$ cat config.mk
export PLATFORM = sky130hd
export DESIGN_NAME = ld16_seq
export DESIGN_NICKNAME = d
export VERILOG_FILES = /design/src/rtl/ld16_seq.sv
export SDC_FILE = /design/constraint.sdc
export NUM_CORES = 1
export LEC_CHECK = 0
export CAP_MARGIN = 20
export CORE_ASPECT_RATIO = 1.2
export CORE_MARGIN = 5
export CORE_UTILIZATION = 35
export CTS_BUF_LIST = sky130_fd_sc_hd__clkbuf_4 sky130_fd_sc_hd__clkbuf_8 sky130_fd_sc_hd__clkbuf_16
export CTS_CLUSTER_DIAMETER = 30
export DETAILED_ROUTE_END_ITERATION = 7
export PLACE_DENSITY = 0.65
export SLEW_MARGIN = 10
export SYNTH_ARGS = -nofsm -noshare
export SYNTH_HDL_FRONTEND = slang
export SYNTH_SLANG_ARGS = --single-unit
$ cat constraint.sdc
create_clock -name clk -period 3.9 [get_ports clk]
set_clock_uncertainty 0.2 [all_clocks]
set_input_delay 0.78 -clock clk [delete_from_list [all_inputs] [get_ports clk]]
set_output_delay 0.78 -clock clk [all_outputs]
set_load 0.01 [all_outputs]
$ cat src/rtl/ld16_seq.sv
// ld16_seq: M-cycle/T-cycle sequencer for LD rr,nn / LD SP,HL / LD (nn),SP
module ld16_seq #(
  parameter int T_PER_M = 4
) (
  input  logic       clk,
  input  logic       reset_n,
  input  logic       start,
  input  logic [7:0] opcode,
  output logic       busy,
  output logic [2:0] mcyc,
  output logic [1:0] tcyc,
  output logic [1:0] adr_sel,
  output logic       rd,
  output logic       wr,
  output logic       dout_hi,
  output logic       z_we,
  output logic       w_we,
  output logic       wz_inc,
  output logic       pc_inc,
  output logic       rr_we,
  output logic [1:0] rr_sel,
  output logic       sp_from_hl,
  output logic       done,
  output logic       illegal
);
  typedef enum logic [1:0] {K_IDLE, K_LD, K_SPHL, K_ST} kind_e;
  localparam logic [1:0] T_LAST = 2'(T_PER_M - 1);
  kind_e kind_q, kind_d, op_kind;
  logic [2:0] mcyc_q, mcyc_d;
  logic [1:0] tcyc_q, tcyc_d, rr_sel_q, rr_sel_d;
  logic illegal_q, illegal_d, acc, fetch, t_last;
  always_ff @(posedge clk) begin
    if (!reset_n) begin
      kind_q    <= K_IDLE;
      mcyc_q    <= 3'd0;
      tcyc_q    <= 2'd0;
      rr_sel_q  <= 2'd0;
      illegal_q <= 1'b0;
    end else begin
      kind_q    <= kind_d;
      mcyc_q    <= mcyc_d;
      tcyc_q    <= tcyc_d;
      rr_sel_q  <= rr_sel_d;
      illegal_q <= illegal_d;
    end
  end
  always_comb begin
    t_last     = tcyc_q == T_LAST;
    fetch      = (kind_q == K_LD || kind_q == K_ST) && mcyc_q <= 3'd3;
    busy       = kind_q != K_IDLE;
    mcyc       = mcyc_q;
    tcyc       = tcyc_q;
    rr_sel     = rr_sel_q;
    illegal    = illegal_q;
    rd         = fetch;
    z_we       = fetch && mcyc_q == 3'd2 && tcyc_q == 2'd2;
    w_we       = fetch && mcyc_q == 3'd3 && tcyc_q == 2'd2;
    pc_inc     = fetch && t_last;
    rr_we      = kind_q == K_LD && mcyc_q == 3'd3 && t_last;
    sp_from_hl = kind_q == K_SPHL && t_last;
    wr         = kind_q == K_ST && mcyc_q >= 3'd4 && tcyc_q != 2'd0;
    dout_hi    = kind_q == K_ST && mcyc_q == 3'd5;
    wz_inc     = kind_q == K_ST && mcyc_q == 3'd4 && t_last;
    adr_sel    = kind_q == K_SPHL ? 2'd2 : kind_q == K_ST && mcyc_q >= 3'd4 ? 2'd3 : 2'd0;
    done       = t_last && (kind_q == K_LD && mcyc_q == 3'd3 || kind_q == K_SPHL && mcyc_q == 3'd2 || kind_q == K_ST && mcyc_q == 3'd5);
  end
  always_comb begin
    op_kind   = (opcode & 8'hCF) == 8'h01 ? K_LD : opcode == 8'hF9 ? K_SPHL : opcode == 8'h08 ? K_ST : K_IDLE;
    acc       = start && (kind_q == K_IDLE || done);
    kind_d    = acc ? op_kind : done ? K_IDLE : kind_q;
    mcyc_d    = acc ? (op_kind == K_IDLE ? 3'd0 : 3'd2) : done || kind_q == K_IDLE ? 3'd0 : mcyc_q + {2'b00, t_last};
    tcyc_d    = acc || done || kind_q == K_IDLE ? 2'd0 : tcyc_q + 2'd1;
    rr_sel_d  = acc && op_kind != K_IDLE ? opcode[5:4] : rr_sel_q;
    illegal_d = acc && op_kind == K_IDLE;
  end
endmodule

; ---- Word-level counts from Yosys, hierarchy flattened
; Index checks and enable logic that the tools add are counted.
[totals]
elab_cells = 64
regBits = 10
in_bits = 11
out_inout_bits = 21
[classes]
n_eq_ne = 12
addsub = 2
n_reduce_logical = 32
n_lt_le_gt_ge = 2
bitwise = 1
n_mux = 10
[op_table]
columns = cell, count
row1 = 1-bit logical AND, 19
row2 = 2-bit two-way mux, 8
row3 = 2-bit equality test (second input constant), 4
row4 = 8-bit by 4-bit equality test with 1-bit output (second input constant), 1
row5 = 8-bit equality test (second input constant), 1
row6 = 2-bit nonzero test, 4
row7 = 3-bit by 2-bit equality test with 1-bit output (second input constant), 2
row8 = 3-bit equality test (second input constant), 2
row9 = 6-bit by 1-bit equality test with 1-bit output (second input constant), 1
row10 = 1-bit logical OR, 6
row11 = 3-bit two-way mux, 2
row12 = 2-bit zero test, 2
row13 = 3-bit by 1-bit adder with 3-bit output, 1
row14 = 3-bit greater-or-equal comparator (second input constant), 1
row15 = 3-bit by 2-bit <= comparator with 1-bit output (second input constant), 1
row16 = 2-bit by 1-bit adder with 2-bit output (second input constant), 1
row17 = 2-bit by 1-bit equality test with 1-bit output (second input constant), 1
row18 = 2-bit OR reduction, 1
row19 = 1-bit NOT, 1

; ---- Logic depth before layout (Yosys ltp)
; Gate-level depths: netlist of the first run.
[logic_depth]
depth_word = 10
ltp_mapped = 5
mapped_depth_nobuf = 5

; ---- Worst setup path after synthesis of the first run
; Ideal clock, no wire load.
[synth_timing]
path_kind = reg2out
from = register kind_q[0]
to = output port w_we
slack_ps = 1732
n_path_buf = 1
arrival_ps = 1188
path_stages_with_launch = 5
cell_sequence = dfxtp_1 > clkbuf_1 > nor2b_1 > nand3_1 > nor2_1
[synth_via]
elab_chain_len = 5
elab_cells_between_ends = 6
classes_between = eq/ne (2) / reduce/logical (4)
[synth_lines]
columns = element, line
row1 = "start, declared", 28  ; kind_e kind_q, kind_d, op_kind;
row2 = "start signal, assigned", 40  ; kind_q <= kind_d;
row3 = 2-bit by 1-bit equality test with 1-bit output or 2-bit equality test (tied branches), 49  ; fetch = (kind_q == K_LD || kind_q == K_ST) && mcyc_q <= 3'd3;
row4 = 1-bit logical OR (*), 49
row5 = 1-bit logical AND (*), 49
row6 = via rd, 13  ; output logic rd,
row7 = 1-bit logical AND (*) (2 in series), 57  ; w_we = fetch && mcyc_q == 3'd3 && tcyc_q == 2'd2;
row8 = "end, declared", 17  ; output logic w_we,
; Mark *: on every way through the listed nets, which the timed path passes. The rest lies on a longest branch.

; ---- Worst setup path after layout of the first run
[layout_timing]
from = register mcyc_q[1], in the netlist mcyc[1]
to = output port done
[layout_via]
elab_chain_len = 5
elab_cells_between_ends = 9
classes_between = eq/ne (3) / reduce/logical (6)
[layout_lines]
columns = element, line
row1 = "start, declared", 29  ; logic [2:0] mcyc_q, mcyc_d;
row2 = "start signal, assigned", 41  ; mcyc_q <= mcyc_d;
row3 = 3-bit by 2-bit equality test with 1-bit output, 65  ; done = t_last && (kind_q == K_LD && mcyc_q == 3'd3 || kind_q == K_SPHL && mcyc_q == 3'd2 || kind_q == K_ST && ...
row4 = 1-bit logical AND, 65
row5 = 1-bit logical OR, 65
row6 = 1-bit logical OR (*), 65
row7 = 1-bit logical AND (*), 65
row8 = "end, declared", 23  ; output logic done,
; Mark *: on every way between the ends. The rest lies on a longest branch, timed or not.

==> reports/qor.csv, run 1 <==
stage;metric;value;unit
sta;worstMarginPinSlew;0.382;ns
grt;grt_pass1_wl;2830;um
routing;drtIter0Drc;12;
sta;relSlewSlack;74.5;%
hold_path;hp-class;flip-flop to flip-flop;
critical_path;reg2reg_from;tcyc[1];
synth;postSynthAreaPerCell;8.73;um^2
outcome;outcome;completed;
synth;synth_edf_count;0;
cts;clockBufferDepth;2;
synth;synth-async-reset-ratio;0;%
routing;drt-total-wl;1720;um
sta;hold_viol;0;
place;portBuffers;31;
sta;drv_slew;0;
cts;htreeDepth;1;
hold_path;hold_path_end;rr_sel[0];
die;core-area;2050;um^2
critical_path;critPathKind;flip-flop to primary output;
synth;synth_area_leaders;dfxtp_1 (27%), ha_1 (8.4%), and2_1 (5.9%);
die;initial_core_util;36.2;%
cts;root_buffer;clkbuf_4;
cells_and_area;drive_above_1_share;9.48;%
critical_path;worst_setup_path_start_kind;flip-flop;
routing;wl_per_cell;11.8;um
cts;ctsHoldBuffers;0;
synth;ys_seq_area_share;27.0;%
critical_path;critPathArrivalTime;1.90;ns
cells_and_area;fillers;193;
sta;setup_violations;0;
grt;grt_use_met3;2.95;%
critical_path;worst-path-max-fanout;10;
critical_path;reg2regPathDepth;5;
grt;overflow;0;
grt;grt_max_degree;14;
cts;cts_setup_buffers;0;
pwr;leakage;0.467;nW
cells_and_area;antenna_cells;0;
grt;grt_pass1_vias;705;
cells_and_area;nets;133;
grt;global_route.peak_usage_layer;met2;
sta;rsz0062_at_grt;false;
synth;synth_top_area_share;27.0;%
cts;clock_latency;0.26;ns
cts;clock_sinks;10;
cts;cts_buffers;3;
cts;tritoncts;done;
place;pre_cts_slack;1.28;ns
place;dp_hpwl;1410;um
cts;cts_resized;0;
synth;syn_area;742;um^2
die;die_area;3140;um^2
routing;ant_nets;0;
cells_and_area;areaGrowthSynthToFinish;49.2;%
synth;syn-num-nets;101;
routing;drt-vias-per-instance;5.08;
routing;drcViolationCount;0;
pwr;peakVddDrop;0.000142;V
synth;synth_flop_cell;dfxtp_1;
synth;postSynthCellCount;85;
sta;clock.fmax;347;MHz
sta;setup_slack;1.02;ns
grt;grt_usage;11.7;%
sta;holdWs;0.277;ns
sta;fin_crit_sh;74.0;%
grt;gr-usage-met1;11.7;%
critical_path;cp.required;2.92;ns
sta;fin_tns_setup;0;ns
job;cap_violations;0;
hold_path;hold_path_depth;2;
hold_path;hp-start;rr_sel[0];
synth;synth-seq-cells;10;
die;rows;18;
sta;min_period;2.88;ns
place;routabilityCongestion;0.746;
critical_path;reg2reg_slack;2.06;ns
routing;via_count;742;
grt;antenna_found_initial;0;
critical_path;end_kind;primary output;
die;dieHeight;60.4;um
pwr;powerDensity;196;nW/um^2
synth;ys.warnings.count;0;
synth;synth.most_common_cell;dfxtp_1;
synth;yosysTopAreaCell;dfxtp_1;
die;die-width;52.0;um
die;ios;32;
routing;first_pass_iters;4;
synth;yosys.cell_types.count;38;
synth;ys_top_cells_by_count;dfxtp_1 (10), nand2_1 (8), and2_1 (7);
cts;clk_pin_slew;0.06;ns
grt;grt_use_met2;22.8;%
critical_path;worstReg2RegEnd;illegal;
-- per-layer routing --
layer	vias to the layer above	part of all wire (%)
met2	34	49
li1	371	-
met3	2	9.1
met4	0	0.47
met5	-	0
met1	335	41
-- state kept, by name, indices dropped and copies added (netlist names) --
| register | flops |
|---|---|
| mcyc | 3 |
| kind_q | 2 |
| rr_sel | 2 |
| tcyc | 2 |
| illegal | 1 |
-- area by class of cell --
| class | count | area [um^2] | area share (%) |
|---|---|---|---|
| clock buffers | 4 | 36.3 | 3.28 |
| inverters | 3 | 11.3 | 1.02 |
| multi-input cells | 68 | 512 | 46.2 |
| flip-flops and latches | 10 | 200 | 18.1 |
| well taps | 30 | 37.5 | 3.39 |
| repair buffers | 31 | 310 | 28.0 |
-- placed cells by master (no fill, tap or decap), drive strengths merged --
cell type,netlist,final
nor4b,1,1
and2,7,7
ha,5,5
nor3,1,1
nor2b,3,3
dfxtp,10,10
and4b,2,2
a21boi,2,2
nor2,5,5
and3b,3,3
o2111a,1,1
or4b,1,1
and3,2,2
nand2,8,8
mux2i,2,2
a21oi,3,3
inv,3,3
o2bb2ai,1,1
nor3b,2,2
o21ai,5,5
clkbuf,1,4
and4,1,1
nand2b,2,2
nand4bb,1,1
or2,1,1
nand3,1,1
clkdlybuf4s50,0,31
nand4,1,1
o22ai,2,2
nor4,1,1
or4,1,1
o21bai,1,1
nand3b,1,1
xor2,1,1
-- worst max-delay path by stage --
stage,start,to,slack [ns],depth (start not counted)
final,mcyc[1],done,1.02,5
after global routing,mcyc[1],done,0.83,5
after CTS,mcyc[1],done,0.99,5
after detailed placement,mcyc[1],done,1.28,5
after global placement,mcyc[1],done,1.35,5
after floorplan,kind_q[0],w_we,1.73,4
-- logic make-up (layout without fill, tap and decap cells) --
logic type	count (synthesis)	in the layout	share of synthesized area, %
AO/OA/AOI/OAI	15	15	15.2
adder cells (fa/ha/maj)	5	5	8.43
flip-flops	10	10	27.0
XOR/XNOR	1	1	1.18
multiplexers	2	2	2.70
buffers and inverters	7	38	4.05
AND/OR/NAND/NOR	45	45	41.5
-- critical path, cell delays in order (launching register included) --
cell             delay, ns
dfxtp_1               0.46
nor3b_2               0.31
nor2_1                0.09
o21ai_0               0.13
and2_1                0.13
clkdlybuf4s50_1       0.53
-- where the power goes --
part           leakage (nW)  internal [mW]  switching (mW)
registers            0.0808          0.103        0.000750
logic                 0.365         0.0143         0.00956
clock network        0.0210         0.0566          0.0333
-- through the flow --
stage	util [%]	std cells	power, mW	area, um^2
2_1_floorplan	-	85	0.114	742
3_3_place_gp	52.3	142	0.130	1070
3_5_place_dp	52.3	142	0.130	1070
4_1_cts	54.0	146	0.220	1110
5_1_grt	54.0	146	0.231	1110
6_report	54.0	146	0.218	1110
Power figures use the tool's default switching activity.
==> run 2, diff against run 1 <==
PLACE_DENSITY = 0.68   (was 0.65)
clock period = 2.4 ns   (was 3.9 ns; I/O delays follow)
==> reports/qor.csv, run 2 (same netlist as run 1, synthesis figures left out) <==
stage;metric;value;unit;change
pwr;peakVddDrop;0.000201;V;+42%
routing;ant_nets;0;;unchanged
critical_path;worst-path-max-fanout;10;;unchanged
sta;fin_crit_sh;98.5;%;
cts;clockBufferDepth;2;;unchanged
place;place_area;1100;um^2;+2.8%
sta;fin_tns_setup;0;ns;unchanged
grt;grt_pass1_vias;730;;+3.5%
routing;first_pass_iters;4;;unchanged
sta;relSlewSlack;78.6;%;+4.2 points
cells_and_area;final_common_cell;clkdlybuf4s50_1;;
die;rows;18;;unchanged
critical_path;cp_slowest_cell;clkdlybuf4s50_1;;
cells_and_area;largest_reg_flops;3;;unchanged
cells_and_area;nets;140;;+5.3%
routing;drcViolationCount;0;;unchanged
place;portBuffers;31;;unchanged
critical_path;reg2regPathDepth;6;;+1
critical_path;crit_buf_inv;1;;unchanged
cts;clock_latency;0.27;ns;about the same
critical_path;max_stage_delay;0.53;ns;about the same
cells_and_area;areaGrowthSynthToFinish;58.9;%;
critical_path;reg2reg_slack;0.52;ns;-1.54 ns
cts;root_buffer;clkbuf_4;;
cts;tritoncts;done;;
grt;grt_pass1_wl;3020;um;+6.8%
cells_and_area;fin_area;1180;um^2;+6.4%
grt;antenna_found_initial;0;;unchanged
critical_path;worstPathCellList;ha_2 > and4_1 > clkdlybuf4s50_1;;
cts;ctsHoldBuffers;0;;unchanged
critical_path;worstReg2RegEnd;rr_sel[0];;
cts;clock_sinks;10;;unchanged
cts;clk_pin_slew;0.06;ns;about the same
cts;cts_buffers;3;;unchanged
hold_path;hp-class;flip-flop to flip-flop;;
routing;via_count;766;;+3.2%
cells_and_area;drive_above_1_share;18.0;%;+8.6 points
outcome;outcome;completed;;
die;die_area;3140;um^2;unchanged
critical_path;worst_setup_path_start_kind;flip-flop;;
routing;drtIter0Drc;7;;-5
critical_path;critPathKind;flip-flop to primary output;;
die;dieHeight;60.4;um;unchanged
routing;wl_per_cell;12.2;um;+3.8%
grt;grt_usage;12.8;%;+1.1 points
sta;min_period;2.36;ns;
job;cap_violations;0;;unchanged
cells_and_area;antenna_cells;0;;unchanged
grt;overflow;0;;unchanged
critical_path;end_kind;primary output;;
sta;clock.fmax;423;MHz;
die;die-width;52.0;um;unchanged
critical_path;crit_family;buffers and inverters;;
routing;drt-vias-per-instance;5.04;;-0.84%
sta;worstMarginPinSlew;0.318;ns;-0.0641 ns
pwr;powerDensity;270;nW/um^2;+37%
critical_path;reg2reg_from;mcyc[1];;
die;core-area;2050;um^2;unchanged
hold_path;hold_path_depth;2;;unchanged
grt;grt_max_degree;12;;-2
cells_and_area;fin_cells;152;;+4.1%
place;dp.cells;146;;+2.8%
pwr;leakage;0.551;nW;+18%
cts;htreeDepth;1;;unchanged
die;initial_core_util;36.2;%;unchanged
critical_path;cp.required;1.72;ns;-1.20 ns
hold_path;hold_path_end;rr_sel[0];;
place;routabilityCongestion;0.789;;+5.7%
hold_path;hp-start;rr_sel[0];;
critical_path;critPathArrivalTime;1.68;ns;-0.22 ns
routing;drt-total-wl;1860;um;+8.1%
cells_and_area;mostFrequentLayoutCells;clkdlybuf4s50_1 (28), nand2_1 (8), and2_1 (7), dfxtp_1 (7), buf_4 (7);;
sta;drv_slew;0;;unchanged
sta;setup_violations;0;;unchanged
place;dp_hpwl;1480;um;+5.3%
sta;hold_viol;0;;unchanged
die;ios;32;;unchanged
[run 2: tightest hold or removal path, delay by kind of cell, from the launching register on]
kind	cells	cell delay (ns)
DFF	1	0.31
muxes	1	0.06
and+or+nand+nor	1	0.05
[run 2: worst max-delay path by stage]
stage                         start    end  cells past startpoint
after detailed placement  kind_q[1]   done                      5
final                       tcyc[1]  rr_we                      3
after global routing        tcyc[1]  rr_we                      3
after CTS                 kind_q[0]   done                      5
after floorplan           kind_q[0]   w_we                      4
after global placement    kind_q[1]   done                      5
[run 2: per-stage QoR]
stage / hold WS (ns) / worst slack, ns / util (%) / power, mW
global placement: 0.250 / 0.148 / 53.7 / 0.212
CTS: 0.280 / -0.0298 / 55.9 / 0.325
detailed placement: 0.269 / 0.131 / 53.7 / 0.212
finish: 0.278 / 0.0354 / 57.5 / 0.318
floorplan: 0.282 / 0.532 / - / 0.185
global route: 0.298 / -0.00636 / 57.5 / 0.330
[run 2: layout make-up]
type | instances | area [um^2]
Multi-Input combinational cell | 68 | 528
Clock buffer | 3 | 22.5
Sequential cell | 10 | 209
Timing Repair Buffer | 38 | 370
Tap cell | 30 | 37.5
Inverter | 3 | 11.3
Fill cell | 184 | 871
[run 2: timing repair]
| action | 4_1_cts | 5_1_grt |
|---|---|---|
| gates resized for setup | 4 | 8 |
| pin swaps | 1 | 1 |
| endpoints found under the setup margin | 7 | 5 |
| buffers inserted | 2 | 1 |
[run 2: power breakdown]
| group | internal [mW] | total (mW) | switching [mW] |
|---|---|---|---|
| Sequential | 0.165 | 0.167 | 0.00111 |
| Clock | 0.0578 | 0.112 | 0.0538 |
| Combinational | 0.0239 | 0.0397 | 0.0159 |
[run 2: layer usage]
metal | up-vias | track usage [%] | share of wire (%)
li1 | 382 | - | -
met1 | 347 | 12.3 | 41
met2 | 32 | 24.6 | 48
met3 | 5 | 2.46 | 8.2
met4 | 0 | 7.87 | 2.5
met5 | - | 0 | 0
==> run 3, diff against run 2 <==
PLACE_DENSITY = 0.71   (was 0.68)
==> reports/qor.csv, run 3 (same netlist as run 1, synthesis figures left out) <==
stage;metric;value;unit;change
die;die-width;52.0;um;unchanged
sta;relSlewSlack;78.3;%;-0.31 points
grt;grt_pass1_vias;723;;-0.96%
cells_and_area;fillers;206;;+12%
pwr;fin_total_pwr;0.358;mW;+13%
die;initial_core_util;36.2;%;unchanged
cells_and_area;drive_above_1_share;18.0;%;unchanged
pwr;peakVddDrop;0.000275;V;+37%
cts;clk_pin_slew;0.07;ns;about the same
hold_path;hp-class;flip-flop to flip-flop;;
sta;hold_viol;0;;unchanged
grt;grt_max_degree;12;;unchanged
critical_path;critPathArrivalTime;1.62;ns;-0.06 ns
routing;drcViolationCount;0;;unchanged
sta;rsz0062_at_grt;false;;
sta;drv_slew;0;;unchanged
routing;drt-vias-per-instance;4.99;;-0.91%
cts;clockBufferDepth;2;;unchanged
critical_path;max_stage_delay;0.53;ns;about the same
routing;drt-total-wl;1830;um;-1.6%
cts;cts_buffers;3;;unchanged
cts;tritoncts;done;;
die;core-area;2050;um^2;unchanged
pwr;leakage;0.559;nW;+1.6%
sta;min_period;2.30;ns;-0.0620 ns
routing;via_count;759;;-0.91%
cells_and_area;areaGrowthSynthToFinish;58.7;%;
critical_path;cp.required;1.72;ns;about the same
cells_and_area;final_common_cell;clkdlybuf4s50_1;;
die;die_area;3140;um^2;unchanged
critical_path;cp_slowest_cell;clkdlybuf4s50_1;;
cts;clock_latency;0.26;ns;about the same
pwr;powerDensity;304;nW/um^2;+13%
place;dp_hpwl;1520;um;+2.7%
critical_path;worst-path-max-fanout;11;;+1
critical_path;end_kind;primary output;;
grt;antenna_found_initial;0;;unchanged
die;ios;32;;unchanged
cells_and_area;regArea;204;um^2;-2.4%
routing;first_pass_iters;4;;unchanged
grt;overflow;0;;unchanged
cells_and_area;antenna_cells;0;;unchanged
critical_path;worst_setup_path_start_kind;flip-flop;;
die;dieHeight;60.4;um;unchanged
routing;ant_nets;0;;unchanged
sta;fin_crit_sh;95.9;%;-2.6 points
place;routabilityCongestion;0.807;;+2.4%
critical_path;worstPathCellList;nor3b_2 > and4_1 > clkdlybuf4s50_1;;
place;portBuffers;31;;unchanged
cts;root_buffer;clkbuf_4;;
die;rows;18;;unchanged
routing;drtIter0Drc;3;;-4
cells_and_area;multi_input_area;527;um^2;-0.24%
routing;wl_per_cell;12.0;um;-1.6%
critical_path;reg2reg_slack;0.55;ns;+0.03 ns
cts;clock_sinks;10;;unchanged
sta;setup_violations;0;;unchanged
outcome;outcome;completed;;
grt;grt_pass1_wl;2910;um;-3.7%
sta;worstMarginPinSlew;0.323;ns;+0.00464 ns
cells_and_area;mostFrequentLayoutCells;clkdlybuf4s50_1 (27), nand2_1 (8), and2_1 (7), dfxtp_1 (7), buf_4 (6);;
cells_and_area;nets;139;;-0.71%
critical_path;crit_buf_inv;1;;unchanged
grt;grt_usage;11.9;%;-0.82 points
job;cap_violations;0;;unchanged
sta;clock.fmax;434;MHz;+2.7%
cells_and_area;largest_reg_flops;3;;unchanged
sta;fin_tns_setup;0;ns;unchanged
critical_path;crit_family;buffers and inverters;;
critical_path;critPathKind;flip-flop to primary output;;
cts;htreeDepth;1;;unchanged
==> run 3: changes by cell type in the layout (fill, tap and decap cells not counted), sizes merged <==
cell / delta
buf: -1
clkbuf: +1
clkdlybuf4s50: -1
dlygate4sd2: +1
==> run 3: cell type report <==
type | count | area share (%)
Multi-Input combinational cell | 68 | 44.7
Inverter | 3 | 0.956
Tap cell | 30 | 3.19
Clock buffer | 4 | 3.08
Timing Repair Buffer | 37 | 30.7
Sequential cell | 10 | 17.3
==> run 3: worst min-delay path: cells and delay by family, from the launching register on <==
| kind | cells | cell delay [ns] |
|---|---|---|
| flops | 1 | 0.31 |
| mux | 1 | 0.06 |
| simple gates | 1 | 0.05 |
==> run 3: what timing repair did <==
action | 4_1_cts | 5_1_grt
pin swaps | 1 | 0
endpoints found under the setup margin | 7 | 6
gates resized for setup | 5 | 5
setup buffers | 2 | 0
hold endpoints to repair | 0 | 0
hold buffers | 0 | 0
==> run 3: worst paths after layout <==
check	start	endpoint	cells after the start
worst min register to register	rr_sel[1]	rr_sel[1]	2
worst min-delay path	rr_sel[1]	rr_sel[1]	2
worst max-delay path	kind_q[1]	rr_we	3
worst max register to register	mcyc[1]	rr_sel[0]	6
==> run 3: routing by layer <==
| layer | GRT usage, % | share of wire, % | vias to the layer above |
|---|---|---|---|
| met5 | 0 | 0 | - |
| met4 | 5.24 | 0.93 | 0 |
| met3 | 1.72 | 8.3 | 3 |
| met2 | 23.7 | 52 | 34 |
| met1 | 12.1 | 39 | 343 |
| li1 | - | - | 379 |
==> run 3: metrics by stage <==
step | setup WS (ns) | area (um^2) | std cells | utilization [%] | hold WS [ns]
after global placement | 0.136 | 1100 | 146 | 53.7 | 0.250
after floorplan | 0.532 | 742 | 85 | - | 0.282
final | 0.0974 | 1180 | 152 | 57.4 | 0.270
after CTS | 0.00269 | 1160 | 152 | 56.5 | 0.274
after detailed placement | 0.113 | 1100 | 146 | 53.7 | 0.259
after global routing | 0.00362 | 1180 | 152 | 57.4 | 0.289
==> run 3: where the power goes <==
part	total (mW)	switching [mW]	internal [mW]
Combinational	0.0397	0.0161	0.0236
Clock	0.150	0.0580	0.0921
Sequential	0.168	0.000948	0.168
Total	0.358	0.0751	0.283
